[src/rtl/pattern_sequencer_if.sv]
`default_nettype none
// ----------------------------------------------------------------------------
// pattern_sequencer_if - timing/generator/display signal bundle for the sequencer
// Rev 1.0
// ----------------------------------------------------------------------------
interface pattern_sequencer_if #(
    parameter int NUM_PATTERNS = 3
) ();
    localparam int SEL_W = (NUM_PATTERNS > 1) ? $clog2(NUM_PATTERNS) : 1;

    logic                      vsync;
    logic                      paused;
    logic                      mode_auto;
    logic                      btn_next;
    logic [6*NUM_PATTERNS-1:0] pattern_rgb;
    logic [5:0]                rgb;
    logic [SEL_W-1:0]          pattern_sel;
    logic [NUM_PATTERNS-1:0]   next_frame;
    logic [NUM_PATTERNS-1:0]   pattern_rst;
    logic                      busy;

    modport master (
        output vsync, paused, mode_auto, btn_next, pattern_rgb,
        input  rgb, pattern_sel, next_frame, pattern_rst, busy
    );

    modport slave (
        input  vsync, paused, mode_auto, btn_next, pattern_rgb,
        output rgb, pattern_sel, next_frame, pattern_rst, busy
    );
endinterface
`default_nettype wire

[src/rtl/pattern_sequencer.sv]
`default_nettype none
// ----------------------------------------------------------------------------
// pattern_sequencer - cycles NUM_PATTERNS generators, auto or manual, with optional fade
// Rev 1.0
// ----------------------------------------------------------------------------
module pattern_sequencer #(
    parameter int NUM_PATTERNS       = 3,
    parameter int FRAMES_PER_PATTERN = 300,
    parameter int FADE_STEP_FRAMES   = 4
) (
    input  wire logic          clk,
    input  wire logic          rst,
    pattern_sequencer_if.slave bus
);
    localparam int SEL_W  = $clog2(NUM_PATTERNS);
    localparam int FRM_W  = $clog2(FRAMES_PER_PATTERN);
    localparam int STEP_W = (FADE_STEP_FRAMES > 1) ? $clog2(FADE_STEP_FRAMES) : 1;

    localparam logic [SEL_W-1:0]        LAST_SEL   = SEL_W'(NUM_PATTERNS - 1);
    localparam logic [FRM_W-1:0]        LAST_FRAME = FRM_W'(FRAMES_PER_PATTERN - 1);
    localparam logic [STEP_W-1:0]       LAST_STEP  =
        STEP_W'((FADE_STEP_FRAMES > 0) ? FADE_STEP_FRAMES - 1 : 0);
    localparam logic [NUM_PATTERNS-1:0] ONE_HOT0   = NUM_PATTERNS'(1);

    typedef enum logic [1:0] {
        SHOW     = 2'd0,
        FADE_OUT = 2'd1,
        FADE_IN  = 2'd2
    } state_t;

    state_t                  state_q;
    logic [SEL_W-1:0]        sel_q;
    logic [FRM_W-1:0]        frame_cnt_q;
    logic [STEP_W-1:0]       step_cnt_q;
    logic [1:0]              fade_level_q;
    logic                    vsync_q;
    logic [NUM_PATTERNS-1:0] pattern_rst_q;

    logic                    tick;
    logic                    anim_tick;
    logic                    switch_req;
    logic                    step_done;
    logic [SEL_W-1:0]        next_sel;
    logic [5:0]              pix;

    assign tick       = bus.vsync & ~vsync_q;
    assign anim_tick  = tick & ~bus.paused;
    assign switch_req = bus.btn_next |
                        (bus.mode_auto & anim_tick & (frame_cnt_q == LAST_FRAME));
    assign step_done  = (step_cnt_q == LAST_STEP);
    assign next_sel   = (sel_q == LAST_SEL) ? '0 : sel_q + SEL_W'(1);

    function automatic logic [1:0] dim(input logic [1:0] c, input logic [1:0] lvl);
        return (c > lvl) ? c - lvl : 2'd0;
    endfunction

    always_comb begin
        pix = bus.pattern_rgb[5:0];
        for (int i = 0; i < NUM_PATTERNS; i++) begin
            if (sel_q == SEL_W'(i)) pix = bus.pattern_rgb[6*i +: 6];
        end
    end

    assign bus.rgb         = {dim(pix[5:4], fade_level_q),
                              dim(pix[3:2], fade_level_q),
                              dim(pix[1:0], fade_level_q)};
    assign bus.pattern_sel = sel_q;
    assign bus.next_frame  = anim_tick ? (ONE_HOT0 << sel_q) : '0;
    // Reset level is held on every generator for as long as rst is asserted.
    assign bus.pattern_rst = rst ? '1 : pattern_rst_q;
    assign bus.busy        = (state_q != SHOW);

    always_ff @(posedge clk or posedge rst) begin
        if (rst) begin
            state_q       <= SHOW;
            sel_q         <= '0;
            frame_cnt_q   <= '0;
            step_cnt_q    <= '0;
            fade_level_q  <= 2'd0;
            vsync_q       <= 1'b1;
            pattern_rst_q <= '0;
        end else begin
            vsync_q       <= bus.vsync;
            pattern_rst_q <= '0;
            case (state_q)
                SHOW: begin
                    if (switch_req) begin
                        if (FADE_STEP_FRAMES == 0) begin
                            sel_q         <= next_sel;
                            frame_cnt_q   <= '0;
                            pattern_rst_q <= ONE_HOT0 << next_sel;
                        end else begin
                            state_q      <= FADE_OUT;
                            step_cnt_q   <= '0;
                            fade_level_q <= 2'd0;
                        end
                    end else if (anim_tick & bus.mode_auto) begin
                        frame_cnt_q <= frame_cnt_q + FRM_W'(1);
                    end
                end
                FADE_OUT: begin
                    if (tick) begin
                        if (step_done) begin
                            step_cnt_q <= '0;
                            if (fade_level_q == 2'd3) begin
                                state_q       <= FADE_IN;
                                sel_q         <= next_sel;
                                frame_cnt_q   <= '0;
                                pattern_rst_q <= ONE_HOT0 << next_sel;
                            end else begin
                                fade_level_q <= fade_level_q + 2'd1;
                            end
                        end else begin
                            step_cnt_q <= step_cnt_q + STEP_W'(1);
                        end
                    end
                end
                FADE_IN: begin
                    if (tick) begin
                        if (step_done) begin
                            step_cnt_q <= '0;
                            // Reaching level 0 completes the fade-in.
                            if (fade_level_q <= 2'd1) begin
                                state_q      <= SHOW;
                                fade_level_q <= 2'd0;
                            end else begin
                                fade_level_q <= fade_level_q - 2'd1;
                            end
                        end else begin
                            step_cnt_q <= step_cnt_q + STEP_W'(1);
                        end
                    end
                end
                default: state_q <= SHOW;
            endcase
        end
    end
endmodule
`default_nettype wire

[src/flat_wrapper.sv]
// flat-port wrapper written by rule: the top's interface ports become plain ports
module pattern_sequencer_flat 
#(
    parameter int NUM_PATTERNS       = 3,
    parameter int FRAMES_PER_PATTERN = 300,
    parameter int FADE_STEP_FRAMES   = 4
)
  (clk, rst, bus_vsync, bus_paused, bus_mode_auto, bus_btn_next, bus_pattern_rgb, bus_rgb, bus_pattern_sel, bus_next_frame, bus_pattern_rst, bus_busy);
  pattern_sequencer_if #(.NUM_PATTERNS(NUM_PATTERNS)) bus_i ();
  input  wire logic clk;
  input  wire logic rst;
  input wire logic [$bits(bus_i.vsync)-1:0] bus_vsync;
  input wire logic [$bits(bus_i.paused)-1:0] bus_paused;
  input wire logic [$bits(bus_i.mode_auto)-1:0] bus_mode_auto;
  input wire logic [$bits(bus_i.btn_next)-1:0] bus_btn_next;
  input wire logic [$bits(bus_i.pattern_rgb)-1:0] bus_pattern_rgb;
  output wire logic [$bits(bus_i.rgb)-1:0] bus_rgb;
  output wire logic [$bits(bus_i.pattern_sel)-1:0] bus_pattern_sel;
  output wire logic [$bits(bus_i.next_frame)-1:0] bus_next_frame;
  output wire logic [$bits(bus_i.pattern_rst)-1:0] bus_pattern_rst;
  output wire logic [$bits(bus_i.busy)-1:0] bus_busy;
  assign bus_i.vsync = bus_vsync;
  assign bus_i.paused = bus_paused;
  assign bus_i.mode_auto = bus_mode_auto;
  assign bus_i.btn_next = bus_btn_next;
  assign bus_i.pattern_rgb = bus_pattern_rgb;
  assign bus_rgb = bus_i.rgb;
  assign bus_pattern_sel = bus_i.pattern_sel;
  assign bus_next_frame = bus_i.next_frame;
  assign bus_pattern_rst = bus_i.pattern_rst;
  assign bus_busy = bus_i.busy;
  pattern_sequencer #(.NUM_PATTERNS(NUM_PATTERNS), .FRAMES_PER_PATTERN(FRAMES_PER_PATTERN), .FADE_STEP_FRAMES(FADE_STEP_FRAMES)) u_core (.clk(clk), .rst(rst), .bus(bus_i));
endmodule
[config.mk]
export PLATFORM = sky130hd
export DESIGN_NAME = pattern_sequencer_flat
export DESIGN_NICKNAME = d
export VERILOG_FILES = /design/src/rtl/pattern_sequencer_if.sv /design/src/rtl/pattern_sequencer.sv /design/src/flat_wrapper.sv
export SDC_FILE = /design/constraint.sdc
export NUM_CORES = 1
export LEC_CHECK = 0
export ABC_AREA = 1
export ABC_CLOCK_PERIOD_IN_PS = 2900
export CAP_MARGIN = 40
export CORE_MARGIN = 4
export CORE_UTILIZATION = 50
export DETAILED_ROUTE_END_ITERATION = 8
export GPL_TIMING_DRIVEN = 0
export PLACE_DENSITY = 0.77
export SLEW_MARGIN = 25
export SYNTH_ARGS = -nofsm -noshare
export SYNTH_HDL_FRONTEND = slang
export SYNTH_SLANG_ARGS = --single-unit
[constraint.sdc]
create_clock -name clk -period 2.9 [get_ports clk]
set_clock_uncertainty 0.15 [all_clocks]
set_input_delay 0.435 -clock clk [delete_from_list [all_inputs] [get_ports clk]]
set_output_delay 0.435 -clock clk [all_outputs]
set_load 0.1 [all_outputs]
# Word level (Yosys, flattened, before mapping)
# Index checks and enable logic that the tools add are counted.
[word_totals] reg_bits=21 latch_bits=0 ram_bits=0 rom_bits=0 input_bits=24 output_inout_bits=15 wordCells=94 mem_count=0
[classes] addsub=8 mul=0 n_div=0 order_cmp=4 eq_ne=18 shifts=2 mux=37 bitwise=7 reduce_logical=11
[ops] op="two-way mux 9 bit" count=5
[ops] op="two-way mux 2 bit" count=20
[ops] op="two-way mux 3 bit" count=6
[ops] op="!= test 2 x 1 -> 1 bit, second input constant" count=9
[ops] op="one-hot mux 9 bit (2 select lines)" count=1
[ops] op="AND reduction 7 bit" count=2
[ops] op="two-way mux 6 bit" count=2
[ops] op="one-hot mux 2 bit (3 select lines)" count=2
[ops] op="adder 9 x 1 -> 9 bit, second input constant" count=1
[ops] op="equality test 9 bit, second input constant" count=1
[ops] op="equality test 2 bit, second input constant" count=4
[ops] op="adder 2 x 1 -> 2 bit, second input constant" count=3
[ops] op="> comparator 2 bit" count=3
[ops] op="AND reduction 6 bit" count=1
[ops] op="nonzero test 2 bit" count=3
[ops] op="left shift 1 x 2 -> 3 bit, first input constant" count=2
[ops] op="subtractor 2 bit" count=3
[ops] op="AND 1 bit" count=4
[ops] op="equality test 2 x 1 -> 1 bit, second input constant" count=2
[ops] op="!= test 2 bit, second input constant" count=2
[ops] op="one-hot mux 2 bit (2 select lines)" count=1
[ops] op="AND reduction 4 bit" count=1
[ops] op="AND reduction 3 bit" count=1
[ops] op="nonzero test 3 bit" count=1
[ops] op="6 further kinds" count=7

# Longest topological paths before layout
[logic_depth] depth_word=8 ltp_mapped=11 ltp_nobuf=11

# Worst setup path after synthesis
# OpenSTA, ideal clock, no wires.
[synth_path] path_kind="reg-to-output" startpoint="register u_core.sel_q[0], in the netlist u_core.bus.pattern_sel[0]" endpoint="output port bus_rgb[3]" arrival_ps=3749 required_time_ps=2315 path_slack_ps=-1434 stages_incl_launch_ff=12 path_buffers=0 path_cell_list="dfrtp_1 > inv_1 > nor2_1 > inv_1 > nand2_1 > nand3_1 > o21ai_0 > ha_1 > inv_1 > fa_1 > inv_1 > nor2_1"
[synth_via] elab_chain_len=5 elab_cells_between_ends=7 classes_between="add/sub: 1; order compare: 1; eq/ne: 2; mux: 3"
[synth_lines] item="from (decl)" line="pattern_sequencer.sv:32" source="logic [SEL_W-1:0] sel_q;"
[synth_lines] item="from (signal assigned)" line="pattern_sequencer.sv:89" source="sel_q <= next_sel;"
[synth_lines] item="from (signal assigned)" line="pattern_sequencer.sv:107" source="sel_q <= next_sel;"
[synth_lines] item="equality test 2 x 1 -> 1 bit" line="pattern_sequencer.sv:60" source="if (sel_q == SEL_W'(i)) pix = bus.pattern_rgb[6*i +: 6];"
[synth_lines] item="two-way mux 6 bit" line="pattern_sequencer.sv:60"
[synth_lines] item="two-way mux 6 bit *" line="pattern_sequencer.sv:60"
[synth_lines] item="subtractor 2 bit / > comparator 2 bit (equally long branches)" line="pattern_sequencer.sv:54" source="return (c > lvl) ? c - lvl : 2'd0;"
[synth_lines] item="two-way mux 2 bit *" line="pattern_sequencer.sv:54"
[synth_lines] item="to (decl)" line="flat_wrapper.sv:17" source="output wire logic [$bits(bus_i.rgb)-1:0] bus_rgb;"
# Every way passes the cells marked *; elsewhere a longest branch is shown, timed or not.

# Final worst setup path
[layout_path] startpoint="register u_core.sel_q[1], in the netlist u_core.bus.pattern_sel[1]" endpoint="output port bus_rgb[5]"
# Same word-level chain as after synthesis.

==> impl_metrics.tcl <==
set metrics [dict create \
    status "finished, violations left" \
    violations "setup timing" \
    cp_max_fo 8 \
    gr-usage-all-layers_pct 23.4 \
    num_vias 1667 \
    synth_warnings 0 \
    cts_inserted_buffers 3 \
    clock_latency_ns 0.32 \
    port-buffer-count 38 \
    pin_count 39 \
    cts.sinks 21 \
    clock-root-buffer "clkbuf_4" \
    topRoutingLayerUsed "met4" \
    syn-instance-count 229 \
    yosysSeqAreaShare_pct 31.9 \
    hold_violations 0 \
    dp_hpwl_um 3380 \
    htree_num_levels 1 \
    worst_pin_slew_ns 0.365 \
    die-area_um2 4280 \
    cap_violations 0 \
    synth_edf_count 0 \
    p_leak_nw 1.24 \
    ant_nets 0 \
    ys_async_sr_fraction_pct 100 \
    dp_cells 326 \
    relSlewSlack_pct 75.5 \
    fmax_mhz 326 \
    final_util_pct 81.5 \
    met2_length_um 2290 \
    critPathRequiredTime_ns 2.32 \
    seq_area_um2 534 \
    core_um2 3100 \
    syn_nets 271 \
    n_fill_cell 206 \
    nets 334 \
    powerDensity_nw_per_um2 848 \
    wl_per_cell_um 13.7 \
    final_cell_count_no_fill 335 \
    rows 20 \
    multi_input_area_um2 1060 \
    grt_pass1_vias 1742 \
    synthFlopType "dfrtp_1" \
    drcViolationCount 0 \
    netlist_area_um2 1650 \
    drt-total-wl_um 4600 \
    gp_congestion 0.779 \
    first_pass_iters 4 \
    antenna_cells 0 \
    cp.arrival_ns 2.48 \
    drive_gt1_share_pct 24.4 \
    min_path_type "input pin to asynchronous set/reset pin" \
    startpoint_type "flop" \
    min_period_ns 3.06 \
    cts_tree "yes" \
    synth_cell_types 28 \
    finalSetupViolations 3 \
    viasPerCell 4.98 \
    ir_worst_vdd_mv 0.885 \
    wl_met1_um 1960 \
    met3_length_um 300 \
    crit_type "flop to output pin" \
    worstSetupEndpointType "output pin" \
    antenna_found_initial 0 \
    syn_area_per_cell_um2 7.21 \
    grt_pass1_wl_um 7800 \
    clk_pin_slew_ns 0.14 \
    ys_ff_latch 21 \
    grt_overflow_total 0 \
    synthToLayoutAreaGrowth_pct 53.1 \
    timing.final.crit_share_pct 106 \
    fp.dieW_um 65.5 \
    layout_commonest_cell "nand2_1" \
    setup_slack_ns -0.165 \
    drt_iter0_drc 121 \
    die_height_um 65.5 \
    grt_setup_unrepaired "yes" \
    start_util_pct 53.2 \
    grt_max_degree 22 \
    most-common-layout-cells "63 x nand2_1, 32 x clkdlybuf4s50_1, 28 x inv_1, 23 x nor2_1, 18 x dfrtp_1" \
    slew_violations 0 \
    clockBufferDepth 2 \
]
==> Yosys cell counts (2+ instances only) <==
| cell | number | area [um2] |
|---|---|---|
| a21oi_1 | 2 | 10.0 |
| a31oi_1 | 3 | 18.8 |
| buf_6 | 2 | 22.5 |
| dfrtp_1 | 20 | 500 |
| fa_1 | 3 | 60.1 |
| ha_1 | 15 | 188 |
| inv_1 | 33 | 124 |
| nand2_1 | 69 | 259 |
| nand3_1 | 12 | 60.1 |
| nand4_1 | 2 | 12.5 |
| nor2_1 | 29 | 109 |
| nor3_1 | 2 | 10.0 |
| o21ai_0 | 13 | 65.1 |
| o21ai_1 | 2 | 10.0 |
| o21bai_1 | 2 | 15.0 |
| or2_2 | 3 | 18.8 |
| xor2_1 | 6 | 52.6 |
==> final cells by class <==
cell class,count,area share (%)
Inverter,35,5.59
Tap cell,44,2.18
Buffer,3,1.49
Clock buffer,3,0.891
Sequential cell,21,21.1
Timing Repair Buffer,58,26.5
Multi-Input combinational cell,170,41.9
Clock inverter,1,0.297
==> worst paths after layout <==
| kind | slack, ns | end | from | cells past startpoint |
|---|---|---|---|---|
| setup / recovery | -0.16 | bus_rgb[5] | u_core.bus.pattern_sel[1]$_DFFE_PP0P_ | 11 |
| hold / removal | 0.31 | u_core.pattern_rst_q[0]$_DFF_PP0_ | rst | 2 |
| setup reg to reg | 1.09 | u_core.frame_cnt_q[7]$_DFFE_PP0P_ | u_core.state_q[1]$_DFFE_PP0P_ | 10 |
| hold reg to reg | 0.37 | u_core.step_cnt_q[1]$_DFFE_PP0P_ | u_core.step_cnt_q[1]$_DFFE_PP0P_ | 2 |
| max in group asynchronous | 1.88 | u_core.fade_level_q[0]$_DFFE_PP0P_ | rst | 3 |
| min in group clk | 0.37 | u_core.step_cnt_q[1]$_DFFE_PP0P_ | u_core.step_cnt_q[1]$_DFFE_PP0P_ | 2 |
==> routing by layer <==
metal	vias up	global-route usage, %
met4	0	8.55
met2	55	41.6
met5	-	0
met3	6	3.42
met1	773	28.4
li1	833	-
==> worst max-delay path, cell delays in order, from the launching register on <==
cell and delay (ns):
dfrtp_4 0.53, nor2_4 0.16, inv_4 0.09, nand2_4 0.07, nand3_2 0.09, o21ai_2 0.07
ha_2 0.18, inv_2 0.04, fa_2 0.56, inv_2 0.05, nor2_4 0.13, buf_12 0.18
==> sequential cells by signal, indices dropped and copies added, names as in the netlist <==
register	flops
u_core.step_cnt_q	2
u_core.bus.pattern_sel	2
u_core.vsync_q	1
u_core.state_q	2
u_core.pattern_rst_q	3
u_core.fade_level_q	2
u_core.frame_cnt_q	9
==> cell families (layout without fill, tap and decap cells) <==
kind of cell / Yosys count / count (layout) / synth area share (%)
buf+inv: 38 / 100 / 9.86
compound gates: 24 / 24 / 8.49
simple gates: 122 / 122 / 31.5
flops: 21 / 21 / 31.9
fa+ha+maj: 18 / 18 / 15.0
xor+xnor: 6 / 6 / 3.18
==> power breakdown <==
| group | total, mW | internal, mW | switching, mW |
|---|---|---|---|
| Combinational | 1.53 | 0.553 | 0.982 |
| Clock | 0.154 | 0.0526 | 0.102 |
| Sequential | 0.456 | 0.369 | 0.0866 |
==> metrics by stage <==
| step | setup TNS [ns] | area [um2] | setup slack [ns] | hold WS (ns) | power, mW |
|---|---|---|---|---|---|
| 2_1_floorplan | -0.0102 | 1720 | -0.00509 | 0.261 | 1.50 |
| 3_3_place_gp | -4.40 | 2160 | -0.784 | 0.329 | 1.75 |
| 3_5_place_dp | -1.89 | 2380 | -0.364 | 0.345 | 1.98 |
| 4_1_cts | -0.273 | 2450 | -0.106 | 0.374 | 2.14 |
| 5_1_grt | -0.860 | 2530 | -0.245 | 0.319 | 2.30 |
| 6_report | -0.353 | 2530 | -0.165 | 0.309 | 2.14 |
==> timing repair <==
action,4_1_cts,5_1_grt
pin swaps,3,5
endpoints found under the setup margin,6,6
hold buffers,0,0
gates cloned,0,0
gates resized for setup,15,12
buffers inserted,6,4
Note: power is estimated with default switching activity, not from simulation.
